--- src/rtl/rank_filter_stream.sv ---
// Streaming rank filter: loads one WINDOW_SIZE x WINDOW_SIZE window, sorts each colour
// channel with an odd-even transposition network, and returns the median, min, max or centre pixel.
module rank_filter_stream #(
  parameter int CHANNELS    = 3,
  parameter int CH_WIDTH    = 8,
  parameter int WINDOW_SIZE = 3,
  parameter int DATA_WIDTH  = CHANNELS * CH_WIDTH
) (
  input  logic                  Filt_CLK,
  input  logic                  Filt_RSTn,
  input  logic                  Filt_START,
  input  logic [1:0]            Filt_MODE,
  input  logic                  Filt_CLR,
  input  logic                  Filt_IN_VLD,
  input  logic [DATA_WIDTH-1:0] Filt_IN_DATA,
  output logic                  Filt_IN_RDY,
  output logic                  Filt_OUT_VLD,
  input  logic                  Filt_OUT_RDY,
  output logic [DATA_WIDTH-1:0] Filt_RES,
  output logic                  Filt_BSY,
  output logic                  Filt_DNE
);

  localparam int N     = WINDOW_SIZE * WINDOW_SIZE;
  localparam int IDX_W = $clog2(N + 1);

  typedef enum logic [1:0] {
    S_IDLE,
    S_LOAD,
    S_SORT,
    S_OUT
  } state_t;

  state_t                r_state;
  state_t                w_nextState;
  logic [DATA_WIDTH-1:0] r_win [N];
  logic [DATA_WIDTH-1:0] w_pass [N];
  logic [DATA_WIDTH-1:0] w_sel;
  logic [DATA_WIDTH-1:0] r_centre;
  logic [DATA_WIDTH-1:0] r_res;
  logic [IDX_W-1:0]      r_idx;
  logic [IDX_W-1:0]      r_pass;
  logic [1:0]            r_mode;
  logic                  r_outVld;
  logic                  r_dne;
  logic                  w_inFire;
  logic                  w_lastIn;
  logic                  w_sortDone;
  logic                  w_outFire;

  assign w_inFire   = (r_state == S_LOAD) && Filt_IN_VLD;
  assign w_lastIn   = w_inFire && (r_idx == IDX_W'(N - 1));
  assign w_sortDone = (r_state == S_SORT) && (r_pass == IDX_W'(N - 1));
  assign w_outFire  = (r_state == S_OUT) && r_outVld && Filt_OUT_RDY;

  assign Filt_IN_RDY  = (r_state == S_LOAD);
  assign Filt_BSY     = (r_state != S_IDLE);
  assign Filt_OUT_VLD = r_outVld;
  assign Filt_RES     = r_res;
  assign Filt_DNE     = r_dne;

  always_ff @(posedge Filt_CLK or negedge Filt_RSTn) begin
    if (!Filt_RSTn) begin
      r_state <= S_IDLE;
    end else begin
      r_state <= w_nextState;
    end
  end

  always_comb begin
    w_nextState = r_state;
    case (r_state)
      S_IDLE: if (Filt_START) w_nextState = S_LOAD;
      S_LOAD: if (w_lastIn) w_nextState = (r_mode == 2'b11) ? S_OUT : S_SORT;
      S_SORT: if (w_sortDone) w_nextState = S_OUT;
      S_OUT:  if (w_outFire) w_nextState = S_IDLE;
      default: w_nextState = S_IDLE;
    endcase
    if (Filt_CLR) w_nextState = S_IDLE;
  end

  // One transposition pass: pairs start on even indices for even passes, odd for odd passes.
  // Every channel is compared and swapped on its own.
  always_comb begin
    for (int i = 0; i < N; i++) begin
      w_pass[i] = r_win[i];
    end
    for (int i = 0; i < N - 1; i++) begin
      if ((i % 2) == int'(r_pass[0])) begin
        for (int c = 0; c < CHANNELS; c++) begin
          if (r_win[i][c*CH_WIDTH +: CH_WIDTH] > r_win[i+1][c*CH_WIDTH +: CH_WIDTH]) begin
            w_pass[i][c*CH_WIDTH +: CH_WIDTH]   = r_win[i+1][c*CH_WIDTH +: CH_WIDTH];
            w_pass[i+1][c*CH_WIDTH +: CH_WIDTH] = r_win[i][c*CH_WIDTH +: CH_WIDTH];
          end
        end
      end
    end
  end

  always_comb begin
    w_sel = w_pass[N/2];
    case (r_mode)
      2'b01:   w_sel = w_pass[0];
      2'b10:   w_sel = w_pass[N-1];
      default: w_sel = w_pass[N/2];
    endcase
  end

  always_ff @(posedge Filt_CLK or negedge Filt_RSTn) begin
    if (!Filt_RSTn) begin
      for (int i = 0; i < N; i++) begin
        r_win[i] <= '0;
      end
      r_centre <= '0;
      r_res    <= '0;
      r_idx    <= '0;
      r_pass   <= '0;
      r_mode   <= 2'b00;
      r_outVld <= 1'b0;
      r_dne    <= 1'b0;
    end else begin
      r_dne <= 1'b0;
      if (Filt_CLR) begin
        r_idx    <= '0;
        r_pass   <= '0;
        r_outVld <= 1'b0;
      end else begin
        case (r_state)
          S_IDLE: begin
            if (Filt_START) begin
              r_mode <= Filt_MODE;
              r_idx  <= '0;
              r_pass <= '0;
            end
          end
          S_LOAD: begin
            if (w_inFire) begin
              r_win[r_idx] <= Filt_IN_DATA;
              r_idx        <= r_idx + 1'b1;
              if (w_lastIn) begin
                r_centre <= r_win[N/2];
                r_pass   <= '0;
              end
            end
          end
          S_SORT: begin
            for (int i = 0; i < N; i++) begin
              r_win[i] <= w_pass[i];
            end
            r_pass <= r_pass + 1'b1;
            if (w_sortDone) begin
              r_res    <= w_sel;
              r_outVld <= 1'b1;
            end
          end
          S_OUT: begin
            // Passthrough arrives here without a result yet; publish the centre one cycle later.
            if (!r_outVld) begin
              r_res    <= r_centre;
              r_outVld <= 1'b1;
            end else if (Filt_OUT_RDY) begin
              r_outVld <= 1'b0;
              r_dne    <= 1'b1;
            end
          end
          default: ;
        endcase
      end
    end
  end

endmodule

--- config.mk ---
export PLATFORM = sky130hd
export DESIGN_NAME = rank_filter_stream
export DESIGN_NICKNAME = d
export VERILOG_FILES = /design/src/rtl/rank_filter_stream.sv
export SDC_FILE = /design/constraint.sdc
export NUM_CORES = 1
export LEC_CHECK = 0
export CAP_MARGIN = 20
export CORE_ASPECT_RATIO = 1.2
export CORE_UTILIZATION = 30
export DETAILED_ROUTE_END_ITERATION = 10
export PLACE_DENSITY_LB_ADDON = 0.1
export SKIP_LAST_GASP = 1
export SLEW_MARGIN = 20
export SYNTH_ARGS = -nofsm -noshare
export SYNTH_HDL_FRONTEND = slang
export SYNTH_SLANG_ARGS = --single-unit
--- constraint.sdc ---
create_clock -name Filt_CLK -period 3.5 [get_ports Filt_CLK]
set_clock_uncertainty 0.15 [all_clocks]
set_input_delay 0.35 -clock Filt_CLK [delete_from_list [all_inputs] [get_ports Filt_CLK]]
set_output_delay 0.35 -clock Filt_CLK [all_outputs]
set_load 0.01 [all_outputs]
# Yosys cells after proc, flatten, opt, wreduce, memory -nomap -nowiden
# Index checks and enable logic that the tools add are counted.
[classes] addsub=2 order_cmp=26 n_eq_ne=16 mux=89 bitwise=2 reduce_logical=21
[ops] op="case mux 216 bit (2 select lines)" count=1
[ops] op="two-way mux 48 bit" count=8
[ops] op="two-way mux 8 bit" count=48
[ops] op="bitwise mux 216 bit" count=1
[ops] op="two-way mux 216 bit" count=1
[ops] op="> comparator 8 bit" count=24
[ops] op="demux 24 bit (select 4 bit)" count=1
[ops] op="case mux 24 bit (2 select lines)" count=2
[ops] op="two-way mux 24 bit" count=3
[ops] op="two-way mux 4 bit" count=6
[ops] op="AND reduction 4 bit" count=4
[ops] op="case mux 4 bit (3 select lines)" count=1
[ops] op="two-way mux 2 bit" count=5
[ops] op="two-way mux 1 bit" count=9
[ops] op="!= test 3 bit (second input constant)" count=3
[ops] op="AND reduction 3 bit" count=3
[ops] op="adder 4 x 1 -> 4 bit (second input constant)" count=2
[ops] op="equality test 2 bit (second input constant)" count=4
[ops] op="equality test 4 bit (second input constant)" count=2
[ops] op="case mux 2 bit (4 select lines)" count=1
[ops] op="case mux 4 bit (2 select lines)" count=1
[ops] op="logical AND 1 bit" count=6
[ops] op="!= test 3 x 2 -> 1 bit (second input constant)" count=2
[ops] op="nonzero test 2 bit" count=3
[ops] op="other kinds (12)" count=15
[word_totals] regBits=278 inputBits=32 word_cells=173

# Longest topological paths before layout
# Gate-level depths: netlist of the first run.
[depth] word_depth=20 depth_mapped=13 depth_no_buf=9

# Worst setup path after synthesis of the first run
# Ideal clock, no wire load.
[synth_path] path_kind="reg2reg" start="reg r_win[191] in the netlist's numbering" end="reg r_res[18] (netlist: Filt_RES[18])" t_arrival_ps=2494 t_required_ps=3218 slack_ps=724 path_stages_with_launch=10 n_path_buf=0 cell_sequence="dfrtp_1 > inv_1 > ha_1 > nand4_1 > or3_4 > and2_4 > a32oi_4 > mux2_2 > a221oi_1 > o31ai_2"
[synth_between] elab_chain_cells=6
[synth_rtl] element="from (decl)" line="36" source="logic [DATA_WIDTH-1:0] r_win [N];"
[synth_rtl] element="from (signal, indexed assignment)" line="138" source="r_win[r_idx] <= Filt_IN_DATA;"
[synth_rtl] element="from (signal, indexed assignment)" line="148" source="r_win[i] <= w_pass[i];"
[synth_rtl] element="> comparator 8 bit" line="91" source="if (r_win[i][c*CH_WIDTH +: CH_WIDTH] > r_win[i+1][c*CH_WIDTH +: CH_WIDTH]) begin"
[synth_rtl] element="two-way mux 8 bit" line="91"
[synth_rtl] element="two-way mux 48 bit" line="89" source="if ((i % 2) == int'(r_pass[0])) begin"
[synth_rtl] element="case mux 24 bit (2 select lines)" line="102" source="case (r_mode)"
[synth_rtl] element="two-way mux 24 bit" line="151" source="if (w_sortDone) begin"
[synth_rtl] element="case mux 24 bit (2 select lines)" line="128" source="case (r_state)"
[synth_rtl] element="to (signal assigned)" line="152" source="r_res <= w_sel;"
[synth_rtl] element="to (signal assigned)" line="159" source="r_res <= r_centre;"
[synth_rtl] element="to (decl)" line="40" source="logic [DATA_WIDTH-1:0] r_res;"
# No other way between the ends. The select of a mux whose other input is x is not followed.
# A chain may end at the register's enable or synchronous reset.

# Final worst setup path of the first run
[layout_path] start="reg r_win[173] in the netlist's numbering" end="reg r_res[4] (netlist: Filt_RES[4])"
# Same word-level chain as after synthesis.

==> impl_results.md, run 1 <==
* Final Total Pwr at 22.7 mW
* M3 GR Usage at 0.0233
* Period utilisation layout at 0.954
* Global-route wire length before repair at ~120,000 um
* Met2 usage at 0.414
* Die Y-Extent at about 290 um
* EDFF count, synth at 0
* Slew @ Worst Pin at 1070 ps
* Vias at 19,200
* Min Tclk post-route at 3340 ps
* Min-Delay Path Class: primary input to async pin
* Sequential cell area fraction in the yosys report at 0.340
* CTS max path bufs at 3
* Psw at roughly 11 mW
* Final #Nets at 2,662
* I/O Buffers at 59
* Final hold violation count at 0
* Rows at 104
* Critical path data required time at 3760 ps
* Final worst slack at 163 ps
* Final RePlAce weighted congestion at roughly 0.92
* Synthesized flop and latch total at between 200 and 300
* Kind of critical path: register to register
* Int Power at roughly 12 mW
* Total grt overflow at 0
* Full die area at approximately 0.069 mm2
* Hpwl dp at between 60,000 and 70,000 um
* Post-CTS Setup Bufs at 0
* GRT met1 Usage at 0.287
* Routed len/inst at ~24 um
* Yosys cell types at a little under 70
* Clock power share at 0.167
* Primary FF master, synth: dfrtp_1
* Leading cell type in the layout, fill and taps excluded: dfrtp_1
* Ports at 60
* FMAX at approximately 300 MHz
* Die span in x at approximately 240 um
* RSZ-0062 raised after global routing: false
* Post-placement cell area at around 0.023 mm2
* Total track usage at 0.234
* Clock root cell: clkbuf_16
* Synth warnings at 0
* Max IR drop VDD at 0.347 mV
* Share of post-route cells with drive strength above 1 at 0.111
* Final setup fails at 0
* Post-Syn Area at ~0.02 mm2
* Reg2reg path depth at 9
* Final Cell Area at about 0.024 mm2
* Sw Ratio at 0.485
* Outcome: completed
* Reg2Reg Setup Slack at approximately 160 ps
* Initial antenna violation count at 1
* CTS Sinks at approximately 280
* Gate count after technology mapping at around 2,400
* Vias in the first global route at about 20,000
* Initial Util at 0.304
* Drt first pass iters at 5
* Clock Latency Late Sink at 560 ps
* MaxCap Viol Count at 0
* Max Fanout on Critical Path at 9
* Slew headroom at 0.284
* Most frequent cells in the layout: dfrtp_1, a21oi_1, inv_1
* Reg power frac at 0.265
* Initial DRC Count at about 1,500
* Worst path arrival time at between 3000 and 4000 ps
* Synth-to-Final Area Change at 16.1%
* Post-route DRC at 0
* Place WS at 284 ps
* Pwr/cell area at approximately 960 mW/mm2
* Pleak at 10.5 nW
* Capturing point of the worst reg2reg path: Filt_RES[4]
* Startpoint Class: register
* Reg2reg start: r_win[173]
* Htree depth at 2
* Routed WL at ~80,000 um
* Final ANT Viol Nets at 0
* DR vias/cell at between 5 and 6
* Largest net degree at the start of global routing at 72
* Combinational share of power at 0.568
* Clock slew at reported path FFs at 50 ps
* Syn avg cell area at between 8 and 9 um2
* TritonCTS clock tree: yes
* Syn nets at between 2,000 and 3,000
* Top Usage Layer GRT: met2
* Max-slew violations at 0
* TritonCTS buffer count at 36
* Async set-reset flop share out of synthesis at 1.00
* Critical path endpoint category: register
* Core area at roughly 0.067 mm2
* Total negative slack at 0 ps
cells in the mapped netlist, types with 10 or more instances:
cell	count	area, um2
ha_1	206	2580
nor2_1	218	818
a22oi_1	24	180
clkbuf_1	94	353
a222oi_1	29	290
a22o_1	10	87.6
o21a_1	18	135
nand2b_1	29	181
dfrtp_1	278	6960
a211oi_1	12	90.1
a21oi_1	227	1140
o22ai_1	128	801
nor3_1	28	140
a21o_1	29	218
nand4_1	36	225
a31oi_1	18	113
mux2_2	51	574
mux2i_1	60	601
inv_1	215	807
o21ai_0	166	831
o221ai_1	16	140
a221oi_1	83	727
a2111oi_0	33	289
nor2b_1	26	163
buf_2	24	120
o221a_2	24	270
nand2_1	149	559
worst max-delay path, cell delays in order, from the launching register on:
cell,delay [ps]
dfrtp_1,420
inv_1,100
ha_1,330
nand4_1,120
or3_4,420
and2_1,200
a32oi_4,390
mux2_2,390
a221oi_1,460
o21ai_0,200
layer usage:
| layer | part of all wire | vias to the layer above |
|---|---|---|
| li1 | - | 8963 |
| met1 | 0.42 | 9535 |
| met2 | 0.50 | 561 |
| met3 | 0.042 | 165 |
| met4 | 0.042 | 0 |
| met5 | 0 | - |
worst max-delay path by stage:
| stage | start | end | slack [ps] | cells after the start |
|---|---|---|---|---|
| after floorplan | r_win[191] | Filt_RES[18] | 720 | 9 |
| after global placement | r_win[173] | Filt_RES[4] | 310 | 9 |
| after detailed placement | r_win[186] | Filt_RES[16] | 280 | 8 |
| after CTS | r_win[175] | Filt_RES[4] | 270 | 9 |
| after global routing | r_win[186] | Filt_RES[16] | 40 | 8 |
| final | r_win[173] | Filt_RES[4] | 160 | 9 |
logic make-up (layout without fill, tap and decap cells):
family,after synthesis,count (layout),synth area share
other,0,1,0
adders and majority gates,206,206,0.126
buffers and inverters,348,433,0.0671
DFF,278,278,0.340
muxes,111,111,0.0574
and+or+nand+nor,530,530,0.117
AOI/OAI and AO/OA,889,889,0.293
final cells by class:
| cell class | count | area (um2) |
|---|---|---|
| repair buffers | 156 | 1500 |
| flip-flops and latches | 278 | 6960 |
| inverters | 216 | 811 |
| well taps | 901 | 1130 |
| multi-input cells | 1736 | 12200 |
| fillers | 6967 | 43500 |
| diodes | 1 | 2.50 |
| clock buffers | 51 | 1050 |
| clock inverters | 10 | 103 |
metrics by stage:
step / hold slack (ps) / util / instances
final: 174 / 0.353 / 3349
after global routing: 213 / 0.353 / 3348
after CTS: 209 / 0.353 / 3348
after detailed placement: 199 / 0.336 / 3286
after global placement: 199 / 0.336 / 3286
after floorplan: -95.6 / - / 2362
power by group through the flow:
| stage | Clock, mW | Combinational, mW | Sequential, mW |
|---|---|---|---|
| 2_1_floorplan | 0 | 8.69 | 5.49 |
| 6_report | 3.80 | 12.9 | 6.02 |
| 3_5_place_dp | 0 | 12.8 | 6.02 |
| 3_3_place_gp | 0 | 12.7 | 6.00 |
| 5_1_grt | 4.00 | 14.4 | 6.19 |
| 4_1_cts | 3.88 | 12.9 | 5.98 |
state kept, by name, summed over array words and instances, names as in the netlist:
name          cells
r_mode            2
Filt_RES         24
r_centre         24
Filt_OUT_VLD      1
r_idx             4
r_pass            4
r_win           216
Filt_DNE          1
r_state           2
timing repair:
item | 4_1_cts | 5_1_grt
hold endpoints to repair | 52 | 0
hold buffers | 1 | 0
endpoints found under the setup margin | 0 | 0
resized for setup | 0 | 0
Note: power is estimated with default switching activity, not from simulation.
==> run 2, diff against run 1 <==
--- a/config.mk
+++ b/config.mk
@@ -7,7 +7,8 @@
 export LEC_CHECK = 0
 export CAP_MARGIN = 20
-export CORE_ASPECT_RATIO = 1.2
+export CORE_ASPECT_RATIO = 0.7
 export CORE_UTILIZATION = 30
 export DETAILED_ROUTE_END_ITERATION = 10
+export HOLD_SLACK_MARGIN = 0.1
 export PLACE_DENSITY_LB_ADDON = 0.1
 export SKIP_LAST_GASP = 1
--- a/constraint.sdc
+++ b/constraint.sdc
@@ -3,3 +3,3 @@
 set_input_delay 0.35 -clock Filt_CLK [delete_from_list [all_inputs] [get_ports Filt_CLK]]
 set_output_delay 0.35 -clock Filt_CLK [all_outputs]
-set_load 0.01 [all_outputs]
+set_load 0.02 [all_outputs]
==> impl_results.md, run 2 (synthesis results as in run 1) <==
* Outcome: completed
* Final #Nets at 2,676 (+0.53%)
* Die span in x at 314 um (+31%)
* Leading cell type in the layout, fill and taps excluded: dfrtp_1
* FF+latch area at 0.00696 mm2 (unchanged)
* CTS max path bufs at 3 (unchanged)
* DR vias/cell at 5.87 (+2.2%)
* Synth-to-Final Area Change at 15.8%
* Die Y-Extent at 220 um (-23%)
* Clock Latency Late Sink at 580 ps (+20 ps)
* Hold slack at 165 ps (-8.34 ps)
* Largest net degree at the start of global routing at 79 (+9.7%)
* TritonCTS buffer count at 35 (-2.8%)
* Vias at 19,600 (+2.1%)
* Total negative slack at 0 ps (unchanged)
* Clock root cell: clkbuf_16
* Kind of critical path: register to register
* Multi-input logic area at 0.0122 mm2 (about the same)
* TritonCTS clock tree: yes
* Place WS at 157 ps (-127 ps)
* Worst path arrival time at 3640 ps (+50 ps)
* Htree depth at 2 (unchanged)
* Drt first pass iters at 9 (+4)
* CTS Sinks at 278 (unchanged)
* Global-route wire length before repair at 125,000 um (+1.8%)
* Period utilisation layout at 0.962 (+0.00851)
* Post-route DRC at 0 (unchanged)
* Total track usage at 0.241 (+0.00628)
* Share of post-route cells with drive strength above 1 at 0.113 (+0.00204)
* Critical path endpoint category: register
* Core area at 0.0669 mm2 (-0.53%)
* Post-CTS Setup Bufs at 0 (unchanged)
* Final Util at 0.354 (+0.000928)
* Vias in the first global route at 18,700 (-4.1%)
* Max Fanout on Critical Path at 9 (unchanged)
* Pleak at 10.5 nW (about the same)
* Final setup fails at 0 (unchanged)
* Max-slew violations at 0 (unchanged)
* Inst Count DP at 3,291 (+0.15%)
* Max IR drop VDD at 0.336 mV (-3.2%)
* Routed WL at 83,900 um (+4.2%)
* Total grt overflow at 0 (unchanged)
* Layout Cells excl Fill at 3,347 (-0.060%)
* Largest Register: r_win
* Min Tclk post-route at 3370 ps (+29.8 ps)
* RSZ-0062 raised after global routing: false
* FMAX at 297 MHz (-0.88%)
* Reg2reg path depth at 9 (unchanged)
* Ports at 60 (unchanged)
* Slew headroom at 0.254 (-0.0293)
* Full die area at 0.0693 mm2 (about the same)
* Final worst slack at 133 ps (-29.8 ps)
* Hpwl dp at 63,200 um (+3.8%)
* Startpoint Class: register
* Initial antenna violation count at 2 (+1)
* Pwr/cell area at 967 mW/mm2 (+1.0%)
* Final RePlAce weighted congestion at 0.899 (-2.1%)
* Rows at 79 (-24%)
* Antenna cell count at 0 (-1)
* # fillers at 6,927 (-0.57%)
* Final ANT Viol Nets at 0 (unchanged)
* Most frequent cells in the layout: dfrtp_1, a21oi_1, inv_1
* MaxCap Viol Count at 0 (unchanged)
* I/O Buffers at 59 (unchanged)
* Initial Util at 0.306 (+0.00162)
* Max reg flops at 216 (unchanged)
* Slew @ Worst Pin at 1110 ps (+39.8 ps)
* Routed len/inst at 25.1 um (+4.3%)
* Initial DRC Count at 2,283 (+50%)
* Min-Delay Path Class: primary input to async pin
* Critical path data required time at 3780 ps (+20 ps)
* Final hold violation count at 0 (unchanged)
* Clock slew at reported path FFs at 60 ps (about the same)
==> run 2: where the power goes <==
part	total (mW)	switching, mW	leakage [nW]	internal (mW)
combinational	13.2	8.10	6.56	5.06
clock	3.57	1.56	0.513	2.00
sequential	6.17	1.75	3.39	4.43
==> run 2: repair_timing <==
item	in CTS	in global routing
gates resized for setup	0	3
endpoints found under the setup margin	0	3
hold endpoints to repair	147	0
hold buffers	1	0
==> run 2: area by class of cell <==
class	count	share of cell area
well taps	891	0.0471
clock inverters	3	0.00111
repair buffers	171	0.0655
inverters	216	0.0342
multi-input cells	1736	0.515
flip-flops and latches	278	0.294
clock buffers	52	0.0430
==> run 2: layer usage <==
layer | GRT usage | wire, um | up-vias
li1 | - | - | 9014
met1 | 0.381 | 43000 | 9747
met2 | 0.319 | 32000 | 790
met3 | 0.0578 | 7450 | 84
met4 | 0.0504 | 1400 | 2
met5 | 0 | 20 | -
==> run 2: worst paths after layout <==
check	slack (ps)	to	start
max reg2reg	130	Filt_RES[23]	r_win[191]
min	170	r_win[177]	Filt_RSTn
max	130	Filt_RES[23]	r_win[191]
max in group asynchronous	2040	Filt_RES[9]	Filt_RSTn
min reg2reg	340	Filt_RES[10]	Filt_RES[10]
min in group Filt_CLK	260	r_mode[0]	Filt_MODE[0]
==> run 2: per-stage QoR <==
stage / power, mW / area [um2]
after floorplan: 14.3 / 20500
after global placement: 18.9 / 22600
final: 22.9 / 23700
after CTS: 22.7 / 23700
after detailed placement: 19.0 / 22600
after global routing: 24.7 / 23700
==> run 2: worst max-delay path: stages, from the launching register on <==
cell      delay [ps]
dfrtp_1          430
inv_1            100
ha_1             320
nand4_1          150
or3_4            450
and2_4           180
a32oi_4          400
mux2_2           410
a221oi_1         490
o31ai_2          140
==> run 3, diff against run 2 <==
Settings changed: SETUP_SLACK_MARGIN set to 0.15.
==> impl_results.md, run 3 (synthesis results as in run 1) <==
* Largest Register: r_win
* Hold slack at 162 ps (-2.87 ps)
* WP buf/inv at 2 (+1)
* TritonCTS buffer count at 35 (unchanged)
* Final ANT Viol Nets at 0 (unchanged)
* Slew headroom at 0.279 (+0.0244)
* Antenna cell count at 0 (unchanged)
* Vias in the first global route at 18,700 (+0.011%)
* Htree depth at 2 (unchanged)
* Total grt overflow at 0 (unchanged)
* RSZ-0062 raised after global routing: true
* Total negative slack at 0 ps (unchanged)
* Routed len/inst at 25.0 um (-0.17%)
* Critical path endpoint category: register
* Clock Latency Late Sink at 580 ps (about the same)
* Routed WL at 83,800 um (about the same)
* Layout Cells excl Fill at 3,350 (+0.090%)
* Clock root cell: clkbuf_16
* Final hold violation count at 0 (unchanged)
* Place WS at 157 ps (unchanged)
* Psw at 11.4 mW (+0.31%)
* Pleak at 10.5 nW (+0.36%)
* Clock slew at reported path FFs at 60 ps (about the same)
* Period utilisation layout at 0.924 (-0.0381)
* Clock power share at 0.155 (about the same)
* TritonCTS clock tree: yes
* Die Y-Extent at 220 um (unchanged)
* Worst path arrival time at 3540 ps (-100 ps)
* Critical path's top delay family: simple AND/OR/NAND/NOR gates
* Leading cell type in the layout, fill and taps excluded: dfrtp_1
* Total track usage at 0.241 (unchanged)
* FMAX at 309 MHz (+4.1%)
* Kind of critical path: register to register
* Int Power at 11.6 mW (+1.2%)
* Initial Util at 0.306 (unchanged)
* Ports at 60 (unchanged)
* Max reg flops at 216 (unchanged)
* Final worst slack at 266 ps (+133 ps)
* Die span in x at 314 um (unchanged)
* Initial antenna violation count at 2 (unchanged)
* Full die area at 0.0693 mm2 (unchanged)
* Inst Count DP at 3,291 (unchanged)
* Most frequent cells in the layout: dfrtp_1, a21oi_1, inv_1
* Final setup fails at 0 (unchanged)
* Final RePlAce weighted congestion at 0.899 (unchanged)
* Initial DRC Count at 2,356 (+3.2%)
* CTS Sinks at 278 (unchanged)
* MaxCap Viol Count at 0 (unchanged)
* Final Total Pwr at 23.1 mW (+0.76%)
* Crit. Startpoint: r_state[1]
* Reg power frac at 0.267 (-0.003)
* Sw Ratio at 0.496 (-0.00224)
* Global-route wire length before repair at 125,000 um (about the same)
* Max Fanout on Critical Path at 8 (-1)
* Max IR drop VDD at 0.337 mV (+0.23%)
* Vias at 19,600 (-0.20%)
* Synth-to-Final Area Change at 16.2%
* Rows at 79 (unchanged)
* DR vias/cell at 5.85 (-0.29%)
* I/O Buffers at 59 (unchanged)
* Outcome: completed
* Crit-path slowest cell: nor2_2
* Critical path data required time at 3800 ps (+20 ps)
* Drt first pass iters at 7 (-2)
* Final #Nets at 2,679 (+0.11%)
* Worst path max stage delay at 480 ps (about the same)
* Min Tclk post-route at 3230 ps (-133 ps)
* Min-Delay Path Class: primary input to async pin
* Startpoint Class: register
* CTS max path bufs at 3 (unchanged)
* Pwr/cell area at 971 mW/mm2 (+0.43%)
* Core area at 0.0669 mm2 (unchanged)
* Largest net degree at the start of global routing at 79 (unchanged)
* Slew @ Worst Pin at 1080 ps (-36.5 ps)
* Hpwl dp at 63,200 um (unchanged)
* Post-route DRC at 0 (unchanged)
* Worst-path cell chain: inv_1 > ha_1 > nand2b_1 > nand3b_1 > buf_4 > nor2_2 > o21ai_1 > a221oi_1
* Max-slew violations at 0 (unchanged)
* Reg2reg start: r_state[1]
* Share of post-route cells with drive strength above 1 at 0.117 (+0.00393)
* Combinational share of power at 0.578 (+0.003)
[run 3: changes by cell type in the layout (fill, tap and decap cells not counted), sizes merged]
cell  before  now
buf      112  115
[run 3: per-stage QoR]
| stage | cell area [um2] | util |
|---|---|---|
| floorplan | 20500 | - |
| global placement | 22600 | 0.338 |
| detailed placement | 22600 | 0.338 |
| CTS | 23700 | 0.354 |
| global route | 23800 | 0.355 |
| finish | 23800 | 0.355 |
[run 3: power groups by stage]
stage | registers [mW] | logic, mW | clock network, mW
after global placement | 6.15 | 12.7 | 0
after CTS | 6.09 | 12.9 | 3.66
after floorplan | 5.55 | 8.70 | 0
after detailed placement | 6.12 | 12.9 | 0
after global routing | 6.32 | 14.8 | 3.78
final | 6.16 | 13.3 | 3.57
[run 3: layout make-up]
cell class	count	area, um2
Timing Repair Buffer	174	1600
Fill cell	6920	43100
Inverter	216	811
Clock buffer	52	1020
Sequential cell	278	6960
Multi-Input combinational cell	1736	12200
Clock inverter	3	26.3
Tap cell	891	1110
[run 3: routing by layer]
layer  share of wire  track usage  vias to the layer above
met3           0.090       0.0578                       88
met2            0.38        0.319                      762
met4           0.018       0.0504                        2
met1            0.51        0.381                     9716
li1                -            -                     9029
met5         0.00024            0                        -
[run 3: worst reg2reg max path, stage by stage, from the launching register on]
cell and delay, ps:
dfrtp_1 450, inv_1 120, ha_1 290, nand2b_1 150, nand3b_1 310, buf_4 290, nor2_2 480, o21ai_1 470
a221oi_1 410
[run 3: worst paths after layout]
kind | endpoint | slack (ps) | depth (start not counted)
min in group Filt_CLK | r_mode[0] | 250 | 2
max in group asynchronous | r_win[17] | 2040 | 3
hold reg to reg | Filt_RES[10] | 340 | 2
setup reg to reg | r_win[32] | 270 | 8
hold / removal | r_win[177] | 160 | 2
setup / recovery | r_win[32] | 270 | 8
[run 3: what timing repair did]
action                                 4_1_cts  5_1_grt
resized for setup                            2        8
endpoints found under the hold margin      147        0
buffers inserted                             0        3
pin swaps                                    0        2
setup endpoints to repair                    2       32
hold buffers                                 1        0
